===== config.mk =====
export PLATFORM = sky130hd
export DESIGN_NAME = temp_poll_sched
export DESIGN_NICKNAME = d
export VERILOG_FILES = /design/src/rtl/temp_poll_sched_pkg.sv /design/src/rtl/temp_poll_sched.sv
export SDC_FILE = /design/constraint.sdc
export NUM_CORES = 1
export LEC_CHECK = 0
export ABC_CLOCK_PERIOD_IN_PS = 1600
export CORE_UTILIZATION = 50
export DETAILED_ROUTE_END_ITERATION = 10
export DONT_BUFFER_PORTS = 1
export GPL_ROUTABILITY_DRIVEN = 1
export HOLD_SLACK_MARGIN = 0.06
export PLACE_DENSITY = 0.67
export SLEW_MARGIN = 10
export SYNTH_ARGS = -nofsm -noshare
export SYNTH_HDL_FRONTEND = slang
export SYNTH_SLANG_ARGS = --single-unit

===== constraint.sdc =====
create_clock -name CLK_10MHZ -period 1.6 [get_ports CLK_10MHZ]
set_input_delay 0.48 -clock CLK_10MHZ [delete_from_list [all_inputs] [get_ports CLK_10MHZ]]
set_output_delay 0.48 -clock CLK_10MHZ [all_outputs]
set_load 0.02 [all_outputs]

===== src/rtl/temp_poll_sched_pkg.sv =====
// Shared definitions for the DS18B20 temperature poll scheduler.
// Holds the FSM state encoding, the default interval/timeout lengths
// and the width of the shared cycle counter. It also provides the
// terminal-count compare that both timed waits use.
package temp_poll_sched_pkg;

    localparam int CNT_W            = 24;
    localparam int INTERVAL_CYC_DEF = 9_000_000;
    localparam int TIMEOUT_CYC_DEF  = 200_000;

    typedef enum logic [2:0] {
        IDLE       = 3'd0,
        START      = 3'd1,
        WAIT_RD_HI = 3'd2,
        WAIT_RD_LO = 3'd3,
        WAIT_CONV  = 3'd4
    } state_t;

    // True on the last cycle of a wait that is 'lim' cycles long.
    function automatic logic cnt_at_last(input logic [CNT_W-1:0] cnt,
                                         input logic [CNT_W-1:0] lim);
        return (cnt == (lim - CNT_W'(1)));
    endfunction

endpackage


===== src/rtl/temp_poll_sched.sv =====
// Periodic poll scheduler for a DS18B20 controller.
// Starts a controller transaction, waits for the scratchpad read to
// finish (ds_read_state 1 -> 0), captures the temperature and then
// waits INTERVAL_CYC clocks before the next start. A transaction that
// does not complete within TIMEOUT_CYC clocks flags err_timeout and the
// next completion is dropped, since the scratchpad may still hold the
// stale power-on value.
// Ports:
//   CLK_10MHZ       in   clock, rising edge
//   rst_n           in   asynchronous active-low reset
//   enable          in   periodic polling enable
//   force_req       in   one-shot transaction request (IDLE only)
//   ds_start        out  start pulse to the controller
//   ds_read_state   in   controller scratchpad-read flag
//   ds_temperature  in   controller temperature word (9 bits)
//   temp_out        out  last accepted temperature
//   temp_stb        out  one-cycle pulse when temp_out updates
//   temp_valid      out  temp_out holds a real sample
//   err_timeout     out  sticky: last transaction timed out
//   sample_cnt      out  accepted sample count (wraps)
//   busy            out  high whenever not IDLE
module temp_poll_sched
    import temp_poll_sched_pkg::*;
#(
    parameter int unsigned INTERVAL_CYC = INTERVAL_CYC_DEF,
    parameter int unsigned TIMEOUT_CYC  = TIMEOUT_CYC_DEF
) (
    input  logic       CLK_10MHZ,
    input  logic       rst_n,
    input  logic       enable,
    input  logic       force_req,
    output logic       ds_start,
    input  logic       ds_read_state,
    input  logic [8:0] ds_temperature,
    output logic [8:0] temp_out,
    output logic       temp_stb,
    output logic       temp_valid,
    output logic       err_timeout,
    output logic [7:0] sample_cnt,
    output logic       busy
);

    localparam logic [CNT_W-1:0] INTERVAL_LIM = CNT_W'(INTERVAL_CYC);
    localparam logic [CNT_W-1:0] TIMEOUT_LIM  = CNT_W'(TIMEOUT_CYC);

    state_t             state_r;
    state_t             next_state_s;
    logic [CNT_W-1:0]   cnt_r;
    logic [CNT_W-1:0]   cnt_next_s;
    logic               rd_prev_r;
    logic               discard_r;
    logic               complete_s;
    logic               timeout_s;
    logic               accept_s;
    logic               ds_start_r;
    logic               busy_r;
    logic [8:0]         temp_out_r;
    logic               temp_stb_r;
    logic               temp_valid_r;
    logic               err_timeout_r;
    logic [7:0]         sample_cnt_r;

    // Completion, timeout and acceptance qualifiers; completion wins a tie.
    always_comb begin
        complete_s = (state_r == WAIT_RD_LO) && rd_prev_r && !ds_read_state;
        timeout_s  = ((state_r == WAIT_RD_HI) || (state_r == WAIT_RD_LO))
                     && cnt_at_last(cnt_r, TIMEOUT_LIM) && !complete_s;
        accept_s   = complete_s && !discard_r;
    end

    // Next-state and shared counter logic.
    always_comb begin
        next_state_s = state_r;
        cnt_next_s   = cnt_r + CNT_W'(1);
        case (state_r)
            IDLE: begin
                cnt_next_s = {CNT_W{1'b0}};
                if (enable || force_req) begin
                    next_state_s = START;
                end else begin
                    next_state_s = IDLE;
                end
            end
            START: begin
                cnt_next_s   = {CNT_W{1'b0}};
                next_state_s = WAIT_RD_HI;
            end
            WAIT_RD_HI: begin
                if (timeout_s) begin
                    cnt_next_s   = {CNT_W{1'b0}};
                    next_state_s = WAIT_CONV;
                end else if (ds_read_state) begin
                    next_state_s = WAIT_RD_LO;
                end else begin
                    next_state_s = WAIT_RD_HI;
                end
            end
            WAIT_RD_LO: begin
                if (complete_s || timeout_s) begin
                    cnt_next_s   = {CNT_W{1'b0}};
                    next_state_s = WAIT_CONV;
                end else begin
                    next_state_s = WAIT_RD_LO;
                end
            end
            WAIT_CONV: begin
                if (cnt_at_last(cnt_r, INTERVAL_LIM)) begin
                    cnt_next_s = {CNT_W{1'b0}};
                    if (enable) begin
                        next_state_s = START;
                    end else begin
                        next_state_s = IDLE;
                    end
                end else begin
                    next_state_s = WAIT_CONV;
                end
            end
            default: begin
                cnt_next_s   = {CNT_W{1'b0}};
                next_state_s = IDLE;
            end
        endcase
    end

    // State, counter and control registers; ds_start/busy follow next state
    // so they are registered yet aligned with the state they describe.
    always_ff @(posedge CLK_10MHZ or negedge rst_n) begin
        if (!rst_n) begin
            state_r    <= IDLE;
            cnt_r      <= {CNT_W{1'b0}};
            rd_prev_r  <= 1'b0;
            ds_start_r <= 1'b0;
            busy_r     <= 1'b0;
        end else begin
            state_r    <= next_state_s;
            cnt_r      <= cnt_next_s;
            rd_prev_r  <= ds_read_state;
            ds_start_r <= (next_state_s == START);
            busy_r     <= (next_state_s != IDLE);
        end
    end

    // Sample capture, discard tracking and status flags.
    always_ff @(posedge CLK_10MHZ or negedge rst_n) begin
        if (!rst_n) begin
            discard_r     <= 1'b1;
            temp_out_r    <= 9'd0;
            temp_stb_r    <= 1'b0;
            temp_valid_r  <= 1'b0;
            err_timeout_r <= 1'b0;
            sample_cnt_r  <= 8'd0;
        end else begin
            temp_stb_r <= accept_s;
            if (timeout_s) begin
                discard_r     <= 1'b1;
                err_timeout_r <= 1'b1;
            end else if (complete_s) begin
                discard_r <= 1'b0;
                if (accept_s) begin
                    err_timeout_r <= 1'b0;
                end else begin
                    err_timeout_r <= err_timeout_r;
                end
            end else begin
                discard_r     <= discard_r;
                err_timeout_r <= err_timeout_r;
            end
            if (accept_s) begin
                temp_out_r   <= ds_temperature;
                temp_valid_r <= 1'b1;
                sample_cnt_r <= sample_cnt_r + 8'd1;
            end else begin
                temp_out_r   <= temp_out_r;
                temp_valid_r <= temp_valid_r;
                sample_cnt_r <= sample_cnt_r;
            end
        end
    end

    assign ds_start    = ds_start_r;
    assign busy        = busy_r;
    assign temp_out    = temp_out_r;
    assign temp_stb    = temp_stb_r;
    assign temp_valid  = temp_valid_r;
    assign err_timeout = err_timeout_r;
    assign sample_cnt  = sample_cnt_r;

endmodule


### Yosys cells after proc, flatten, opt, wreduce, memory -nomap -nowiden

Index checks and enable logic that the tools add are counted.

* word-level logic and storage cells: 52
* bits of input ports: 14
* register bits after elaboration: 51
* output and inout bits: 22

* eq/ne operators: 7
* reduce and logical (&&, ||, !) cells: 16
* add/sub/neg operators: 2
* multiplexer cells: 16

Operators with widths (number)
* two-way mux 24 bit: 3
* one-hot mux 24 bit (3 select lines): 1
* adder 24 x 1 -> 24 bit (second input constant): 1
* == test 24 x 18 -> 1 bit (second input constant): 1
* == test 24 bit (second input constant): 1
* one-hot mux 3 bit (5 select lines): 1
* two-way mux 3 bit: 3
* adder 8 x 1 -> 8 bit (second input constant): 1
* two-way mux 1 bit: 8
* == test 3 x 1 -> 1 bit (second input constant): 2
* == test 3 x 2 -> 1 bit (second input constant): 2
* logical AND 1 bit: 5
* nonzero test 2 bit: 2
* == test 3 bit (second input constant): 1
* logical NOT 1 bit: 3
* logical NOT 3 bit: 1
* logical OR 1 bit: 3
* nonzero test 3 bit: 1
* AND reduction 2 bit: 1

### Logic depth before layout (Yosys ltp)

Gate-level depths: netlist of the first run.

* word-level depth: 9
* mapped depth: 7
* depth with buffers taken out: 5

### Least setup slack after synthesis of the first run

Ideal clock, no wire load.

* kind: register -> register
* start: register cnt_r[0]
* end: register cnt_r[17]
* setup time: 131 ps
* clock period less this slack: 1797 ps
* data required time: 1469 ps
* data arrival time: 1666 ps
* cell stages (with the launch flop): 8
* path buffers: 2
* slack: -197 ps
* path through: dfrtp_1 > ha_1 > buf_2 > nor4b_2 > nand4_4 > o211ai_2 > buf_4 > a22oi_1

* cells in the longest elaborated chain, start to end: 6
* elaborated cells between the ends (all ways): 10
* those cells by class: add/sub: 1; eq/ne: 2; mux: 4; reduce/logical: 3

RTL lines
* from (decl): RTL line temp_poll_sched.sv:48 `logic [CNT_W-1:0] cnt_r;`
* from (signal assigned): RTL line temp_poll_sched.sv:130 `cnt_r <= {CNT_W{1'b0}};`
* from (signal assigned): RTL line temp_poll_sched.sv:136 `cnt_r <= cnt_next_s;`
* parallel branches: the longest is 5 deep, another holds adder 24 x 1 -> 24 bit
* one-hot mux 24 bit (3 select lines) *: RTL line temp_poll_sched.sv:75 `case (state_r)`
* named net cnt_next_s[17]: RTL line temp_poll_sched.sv:49 `logic [CNT_W-1:0] cnt_next_s;`

Mark *: on every way through the listed nets, which the timed path passes.
A chain may end at the register's enable or synchronous reset.

### Worst setup path after layout of the first run

* start: register cnt_r[8]
* end: register cnt_r[8]

The elaborated chain is that of the path after synthesis.

==> results.yml, run 1 <==
clocking:
  cts.sinks: 51
  worst_skew_pair.late_latency_ns: 0.31
  cts_buffers: 5
  cts_root_buffer: "clkbuf_8"
  cts_tree: "yes"
  clockBufferDepth: 2
  h-tree-depth: 2
  clk_pin_slew_worst_paths_ns: 0.09
worst_setup_path:
  critPathCaptureType: "flip-flop"
  required_ns: 1.80
  startpoint_type: "flip-flop"
  cp_max_fo: 12
  path_class: "reg -> reg"
  cp.arrival_ns: 1.99
yosys:
  synth_area_um2: 2467
  synth_xor_area_share_pct: 7.099
  synthAdderAreaFrac_pct: 1.014
  synth_area_per_cell_um2: 11.37
  yosys-top-cells-area: "dfrtp_1 51%, mux2_2 4.6%, xnor2_1 3.9%"
  synth_compound_area_share_pct: 11.16
  synth_nets: 233
  synth_top_area_share_pct: 50.71
  synth_warnings: 0
  postSynthCellCount: 217
  ys_types: 41
  synthMuxAreaShare_pct: 4.564
  synth_simple_gate_area_share_pct: 21.96
  synth_top_family_by_area: "simple AND/OR/NAND/NOR gates"
  ys_seq_elements: 51
  yosysSeqAreaShare_pct: 51.77
  synth_top_area_cell: "dfrtp_1"
drt:
  drc: 0
  wl_met3_um: 353
  drt_pass1_iterations: 4
  drt_iter0_markers: 149
  routedWlPerCell_um: 18.61
  routed_wl_um: 6029
  wirelength_met1_um: 2395
  drtAntennaViolNets: 0
  vias: 1959
  wl_met2_um: 3056
  top_layer_used: "met4"
  viasPerCell: 6.046
pwr:
  intPower_uw: 1785
  seqPwrFrac_pct: 59.8
  finalPower_uw: 2231
  leakagePower_uw: 0.001344
  p_switching_uw: 446.2
  power_density_nw_per_um2: 707.0
  sw_frac_of_total_pct: 20.00
  clockPowerShare_pct: 39.3
  combPwrFrac_pct: 1.0
  ir_drop_mv: 0.4663
sta:
  maxSlewViolCount: 0
  rsz0062_at_grt: "true"
  clock_skew_ns: 0.01042
  finalSetupViolCount: 25
  fmax_ghz: 0.5562
  relSlewSlack_pct: 73.04
  period_share_pct: 112.4
  period_minus_slack_ns: 1.798
  finalHoldViolCount: 50
  worstMarginPinSlew_ns: 0.4044
  holdWs_ns: -0.1452
  fin_tns_setup_ns: -4.385
  setup_slack_ns: -0.1978
finish:
  antenna_cells: 0
  final_cells: 324
  area_growth_syn_to_layout_pct: 27.89
  final_cell_mix: "49 x dfrtp_1, 28 x buf_4, 15 x a21oi_1, 12 x o21ai_0, 11 x xnor2_1"
  layout_commonest_cell: "dfrtp_1"
  finalNetCount: 272
  drive_gt1_share_pct: 33.85
outcome:
  violations: "negative hold slack, negative setup slack"
  outcome: "complete, but fails checks"
die:
  core_area_um2: 4723
  start_util_pct: 52.24
  die_area_um2: 5219
  rows: 25
  die_y_um: 72.25
  io_pins: 36
  die_w_um: 72.25
grt:
  antenna_found_initial: 0
  grt_start_max_net_pins: 52
  grt_pass1_vias: 1919
  grt_pass1_wl_um: 8928
  grt_usage_pct: 22.23
  overflow: 0
placed_design:
  gp_congestion: 1.014
  numPortBuffers: 0
  post-place-cells: 306
  hpwl_um: 3649
worst_hold_path:
  hold_path.class: "in -> async"
run:
  cap_violations: 0
[repair_timing]
item / 4_1_cts / 5_1_grt
pin swaps: 2 / 5
setup endpoints to repair: 27 / 31
buffers inserted: 1 / 5
endpoints found under the hold margin: 51 / 51
cloned: 0 / 4
gates resized for setup: 8 / 17
[metrics by stage]
step / setup WS [ns] / cell area, um2 / hold WS, ns / utilization, %
2_1_floorplan: -0.1057 / 2521 / 0.1844 / -
3_3_place_gp: -0.03175 / 2798 / 0.1855 / 59.23
3_5_place_dp: -0.07731 / 2798 / 0.1857 / 59.23
4_1_cts: -0.06295 / 2953 / -0.1498 / 62.52
5_1_grt: -0.2424 / 3156 / -0.1624 / 66.81
6_report: -0.1978 / 3156 / -0.1452 / 66.81
[registers in the layout, indices dropped and copies added, names as in the netlist]
register / flops
cnt_r: 24
temp_out: 9
sample_cnt: 8
state_r: 3
busy: 1
discard_r: 1
ds_start: 1
err_timeout: 1
rd_prev_r: 1
temp_stb: 1
temp_valid: 1
[worst paths after layout]
| path | from | to | slack [ns] | cells past startpoint |
|---|---|---|---|---|
| setup / recovery | cnt_r[8]$_DFF_PN0_ | cnt_r[8]$_DFF_PN0_ | -0.20 | 6 |
| hold / removal | rst_n | cnt_r[23]$_DFF_PN0_ | -0.15 | 0 |
| setup reg to reg | cnt_r[8]$_DFF_PN0_ | cnt_r[8]$_DFF_PN0_ | -0.20 | 6 |
| hold reg to reg | discard_r$_DFFE_PN1N_ | discard_r$_DFFE_PN1N_ | 0.58 | 1 |
| max in group asynchronous | rst_n | discard_r$_DFFE_PN1N_ | 1.56 | 0 |
| min in group CLK_10MHZ | ds_read_state | rd_prev_r$_DFF_PN0_ | 0.20 | 0 |
[routing by layer]
layer | vias up | GRT usage, %
li1 | 884 | -
met5 | - | 0
met2 | 75 | 35.62
met1 | 977 | 28.44
met4 | 0 | 10.02
met3 | 23 | 5.833
[area by class of cell]
cell class                      count  area (um2)
Timing Repair Buffer               39       401.6
Sequential cell                    51        1279
Tap cell                           67       83.83
Inverter                            3       11.26
Clock inverter                      2       37.54
Multi-Input combinational cell    156        1270
Fill cell                         330        1568
Clock buffer                        6       72.57
[Yosys cell counts]
cell	n
and2b_2	1
nand2_1	10
and4_1	6
nor2_1	4
nand2b_4	1
o22ai_1	1
nor3_1	5
a21oi_1	15
o21a_1	2
nor4_1	2
nand4_2	2
a21boi_0	1
o21ai_2	1
o21ai_0	13
nor4_4	1
o22a_1	1
nor4b_2	3
dfrtp_1	50
ha_1	2
buf_2	3
or3_1	9
xor2_1	9
nand4_4	1
mux2_2	10
o211ai_2	1
nand3_1	11
and3_1	2
buf_4	3
nand4_1	10
nor4bb_1	2
or2_2	1
dfstp_2	1
xnor2_1	11
nor2b_1	2
buf_6	1
or3_2	1
inv_1	3
nand2b_1	1
and2_1	4
a22oi_1	9
o2bb2ai_1	1
[worst max-delay path: stages, from the launching register on]
cell	delay, ns
dfrtp_1	0.41
buf_4	0.16
nor4bb_4	0.34
nand3_2	0.16
o211ai_4	0.31
clkbuf_16	0.23
a21oi_1	0.08
[power groups by stage]
stage / logic (uW) / clock network (uW) / registers, uW
2_1_floorplan: 15.0 / 0 / 1360
3_3_place_gp: 20.4 / 0 / 1360
3_5_place_dp: 21.5 / 0 / 1360
4_1_cts: 21.5 / 903 / 1330
5_1_grt: 23.6 / 943 / 1340
6_report: 21.5 / 876 / 1330
[cell families after synthesis]
logic type               count (synthesis)
AND/OR/NAND/NOR                         79
adder cells (fa/ha/maj)                  2
XOR/XNOR                                20
buffers and inverters                   10
flip-flops                              51
multiplexers                            10
AO/OA/AOI/OAI                           45
Note: power is estimated with default switching activity, not from simulation.
==> run 2, diff against run 1 <==
CORE_ASPECT_RATIO = 0.6   (was unset)
CTS_CLUSTER_SIZE = 25   (was unset)
==> run 2 against run 1 <==
- the run still ends with negative hold slack, negative setup slack left
- sequential power about the same
- sequential cell count is the same
- fmax up 9.1%
- via count down 4.1%
- critical endpoint is now cnt_r[14]$_DFF_PN0_
- highest routed layer unchanged
==> results.yml, run 2 (synthesized netlist as in run 1, its figures left out) <==
outcome:
  outcome: "complete, but fails checks"
  violations: "negative hold slack, negative setup slack"
sta:
  maxSlewViolCount: 0
  worstMarginPinSlew_ns: 0.4106
  clock_skew_ns: 0.006083
  period_minus_slack_ns: 1.648
  fmax_ghz: 0.6067
  relSlewSlack_pct: 72.63
  period_share_pct: 103.0
  setup_slack_ns: -0.04836
  finalSetupViolCount: 23
  rsz0062_at_grt: "true"
  finalHoldViolCount: 50
  holdWs_ns: -0.1385
finish:
  seqCellArea_um2: 1280
  multi_input_area_um2: 1244
  finalNetCount: 268
  layout_commonest_cell: "dfrtp_1"
  nFillCells: 372
  area_growth_syn_to_layout_pct: 23.07
  final_cell_mix: "48 x dfrtp_1, 31 x buf_4, 14 x a21oi_1, 12 x o21ai_0, 11 x xnor2_1"
  largest_reg_flops: 24
  drive_gt1_share_pct: 32.81
  antenna_cells: 0
  top_register: "cnt_r"
  fin_area_um2: 3037
drt:
  drt_iter0_markers: 88
  wl_met3_um: 204
  viasPerCell: 5.946
  routed_wl_um: 5494
  wl_met2_um: 2568
  drtAntennaViolNets: 0
  drc: 0
  drt_pass1_iterations: 4
  vias: 1879
  wirelength_met1_um: 2664
  routedWlPerCell_um: 17.39
  top_layer_used: "met4"
die:
  core_area_um2: 4659
  start_util_pct: 52.95
  io_pins: 36
  rows: 19
  die_area_um2: 5229
  die_w_um: 92.69
  die_y_um: 56.42
clocking:
  cts_buffers: 5
  worst_skew_pair.late_latency_ns: 0.30
  clockBufferDepth: 2
  clk_pin_slew_worst_paths_ns: 0.09
  cts.sinks: 51
  h-tree-depth: 2
  cts_root_buffer: "clkbuf_8"
  cts_tree: "yes"
grt:
  overflow: 0
  grt_usage_pct: 22.98
  grt_start_max_net_pins: 52
  grt_pass1_wl_um: 9349
  grt_pass1_vias: 1951
  antenna_found_initial: 0
placed_design:
  numPortBuffers: 0
  placed_area_um2: 2843
  gp_congestion: 0.8873
  hpwl_um: 3943
worst_setup_path:
  r2r_slack_ns: -0.05
  crit_chain: "ha_2, nor4b_4, nand4_4, o211ai_4, buf_12, a22oi_1"
  worst-path-buf-inv: 1
  cp_max_fo: 16
  r2r-end: "cnt_r[14]$_DFF_PN0_"
  critPathCaptureType: "flip-flop"
  r2r_start: "cnt_r[0]$_DFF_PN0_"
  crit_path_top_delay_cell: "dfrtp_1"
  ff2ff_path_depth: 6
  path_class: "reg -> reg"
  required_ns: 1.78
  path_delay_family: "simple AND/OR/NAND/NOR gates"
  max_stage_delay_ns: 0.37
  cp.arrival_ns: 1.83
  startpoint_type: "flip-flop"
worst_hold_path:
  hold_path.class: "in -> async"
pwr:
  finalPower_uw: 2253
  leakagePower_uw: 0.001298
  power_density_nw_per_um2: 741.9
  ir_drop_mv: 0.5508
run:
  cap_violations: 0
-- run 2: metrics by stage --
stage	setup slack (ns)	hold WS [ns]	TNS, ns	util [%]	instances
after floorplan	-0.1057	0.1844	-2.099	-	217
after global placement	-0.05553	0.1860	-0.5286	61.01	307
after detailed placement	-0.1076	0.1854	-1.412	61.01	307
after CTS	-0.05411	-0.1464	-0.6807	64.26	315
after global routing	-0.1685	-0.1583	-3.395	65.17	316
final	-0.04836	-0.1385	-0.5174	65.17	316
-- run 2: layout make-up --
cell class | instances | share of cell area (%)
Multi-Input combinational cell | 156 | 40.96
Tap cell | 63 | 2.596
Timing Repair Buffer | 35 | 10.30
Clock inverter | 2 | 1.236
Inverter | 3 | 0.3708
Clock buffer | 6 | 2.390
Sequential cell | 51 | 42.15
-- run 2: worst max path at each step --
stage                               end          startpoint  slack, ns  cells after the start
detailed placement  cnt_r[23]$_DFF_PN0_  cnt_r[6]$_DFF_PN0_      -0.11                      5
floorplan           cnt_r[17]$_DFF_PN0_  cnt_r[0]$_DFF_PN0_      -0.11                      7
global placement    cnt_r[23]$_DFF_PN0_  cnt_r[6]$_DFF_PN0_      -0.06                      5
finish              cnt_r[14]$_DFF_PN0_  cnt_r[0]$_DFF_PN0_      -0.05                      6
global route        cnt_r[14]$_DFF_PN0_  cnt_r[0]$_DFF_PN0_      -0.17                      6
CTS                 cnt_r[21]$_DFF_PN0_  cnt_r[0]$_DFF_PN0_      -0.05                      6
-- run 2: repair_timing --
action | in CTS | in global routing
resized for setup | 11 | 10
pin swaps | 2 | 1
hold endpoints to repair | 51 | 51
setup buffers | 0 | 1
endpoints found under the setup margin | 28 | 31
-- run 2: layer usage --
metal	global-route usage, %	up-vias
met3	5.014	6
met4	5.714	0
met5	0	-
met1	32.62	959
li1	-	873
met2	36.19	41
-- run 2: power breakdown --
group          total [uW]  switching, uW  internal, uW
Sequential           1330           29.5          1300
Clock                 897            430           467
Combinational        21.8           8.33          13.5
Total                2250            468          1790
==> run 3, diff against run 2 <==
ABC_CLOCK_PERIOD_IN_PS = 1400   (was 1600)
CORE_MARGIN = 2   (was unset)
clock period = 1.4 ns   (was 1.6 ns; I/O delays follow)
==> run 3 against run 2 <==
- first-iteration DRC count grew 38%
- sequential cell count is the same
- clock skew grew 0.0029 ns
- die area grew 5.8%
- utilization grew 7.4 points
- setup slack lost 0.41 ns
- global-route usage grew 3.2 points
- via count grew 12%
- the run still ends with negative hold slack, negative setup slack left
- sequential power grew 15%
- critical path type unchanged
- clock power grew 0.4%
- critical endpoint is now cnt_r[16]$_DFF_PN0_
- non-clock buffer count grew 25
==> results.yml, run 3 (synthesized netlist as in run 1, its figures left out) <==
finish:
  finalNetCount: 293
  drive_gt1_share_pct: 38.49
  top_register: "cnt_r"
  largest_reg_flops: 24
  layout_commonest_cell: "dfrtp_1"
  final_cells: 341
  final_cell_mix: "49 x dfrtp_1, 46 x buf_4, 15 x a21oi_1, 12 x o21ai_0, 11 x xnor2_1"
  area_growth_syn_to_layout_pct: 37.02
  antenna_cells: 0
outcome:
  violations: "negative hold slack, negative setup slack"
  outcome: "complete, but fails checks"
sta:
  finalSetupViolCount: 46
  rsz0062_at_grt: "true"
  fmax_ghz: 0.5395
  finalHoldViolCount: 51
  period_minus_slack_ns: 1.854
  setup_slack_ns: -0.4537
  worstMarginPinSlew_ns: 0.4554
  maxSlewViolCount: 0
  period_share_pct: 132.4
  relSlewSlack_pct: 69.64
  clock_skew_ns: 0.009031
  holdWs_ns: -0.2012
drt:
  drc: 0
  drt_pass1_iterations: 4
  vias: 2100
  viasPerCell: 6.158
  drtAntennaViolNets: 0
  routed_wl_um: 6996
  routedWlPerCell_um: 20.52
  drt_iter0_markers: 121
clocking:
  worst_skew_pair.late_latency_ns: 0.31
  cts_buffers: 5
  cts_tree: "yes"
  clk_pin_slew_worst_paths_ns: 0.09
  cts_root_buffer: "clkbuf_8"
  clockBufferDepth: 2
  h-tree-depth: 2
  cts.sinks: 51
die:
  io_pins: 36
  die_area_um2: 5531
  rows: 19
  die_y_um: 58.42
  die_w_um: 94.69
  start_util_pct: 52.95
  core_area_um2: 4659
pwr:
  power_density_nw_per_um2: 728.1
  p_switching_uw: 543.3
  seqPwrFrac_pct: 62.0
  sw_frac_of_total_pct: 22.07
  intPower_uw: 1918
  leakagePower_uw: 0.001480
  clockPowerShare_pct: 36.6
  combPwrFrac_pct: 1.4
  ir_drop_mv: 0.7399
placed_design:
  numPortBuffers: 0
  hpwl_um: 4165
  post-place-cells: 318
  dp_slack_ns: -0.3939
  gp_congestion: 0.9022
worst_setup_path:
  path_class: "reg -> reg"
  critPathCaptureType: "flip-flop"
  cp_max_fo: 24
  cp.arrival_ns: 2.04
  required_ns: 1.58
  startpoint_type: "flip-flop"
grt:
  overflow: 0
  antenna_found_initial: 0
  grt_start_max_net_pins: 52
  grt_usage_pct: 26.16
  grt_pass1_vias: 2080
  grt_pass1_wl_um: 10870
worst_hold_path:
  hold_path.class: "in -> async"
run:
  cap_violations: 0
[run 3: worst paths after layout]
check / start / end / slack, ns / cells past startpoint
max: cnt_r[8]$_DFF_PN0_ / cnt_r[16]$_DFF_PN0_ / -0.45 / 7
min: rst_n / cnt_r[15]$_DFF_PN0_ / -0.20 / 0
max reg2reg: cnt_r[8]$_DFF_PN0_ / cnt_r[16]$_DFF_PN0_ / -0.45 / 7
min reg2reg: sample_cnt[3]$_DFFE_PN0P_ / sample_cnt[3]$_DFFE_PN0P_ / 0.55 / 1
max in group asynchronous: rst_n / discard_r$_DFFE_PN1N_ / 1.41 / 0
min in group CLK_10MHZ: ds_read_state / rd_prev_r$_DFF_PN0_ / 0.13 / 0
[run 3: area by class of cell]
type | instances | area, um2
clock buffer | 6 | 82.58
clock inverter | 2 | 16.27
fill | 323 | 1279
inverter | 3 | 11.26
multi-input combinational | 156 | 1304
sequential | 51 | 1279
tap | 63 | 78.83
timing repair buffer | 60 | 609.3
[run 3: metrics by stage]
step	utilization (%)	area, um2	setup TNS, ns	power [uW]
floorplan	-	2524	-10.43	1570
CTS	71.37	3326	-10.14	2483
global placement	62.57	2915	-9.081	1577
finish	72.56	3381	-14.34	2461
detailed placement	62.57	2915	-11.44	1579
global route	72.56	3381	-17.52	2552
[run 3: power groups by stage]
stage               Combinational, uW  Clock [uW]  Sequential (uW)
detailed placement               24.6           0             1550
finish                           33.6         901             1530
CTS                              33.6         922             1530
floorplan                        17.2           0             1550
global route                     35.9         987             1530
global placement                 22.6           0             1550
[run 3: layer usage]
layer,vias to the layer above,GRT usage (%),wire length (um)
met5,-,0,0
met4,0,7.453,201
met3,21,6.914,532
met2,110,39.61,3239
met1,1040,37.64,3022
li1,929,-,-
[run 3: critical path, cell delays in order (launching register included)]
cell,delay [ns]
dfrtp_1,0.41
buf_4,0.13
buf_4,0.12
nor4bb_2,0.30
nand4_1,0.26
o21ai_4,0.22
buf_12,0.18
a22oi_1,0.10
[run 3: what timing repair did]
action,4_1_cts,5_1_grt
gates resized for setup,28,10
setup buffers,10,1
gates cloned,4,1
endpoints found under the hold margin,51,51
endpoints found under the setup margin,46,47
pin swaps,8,6
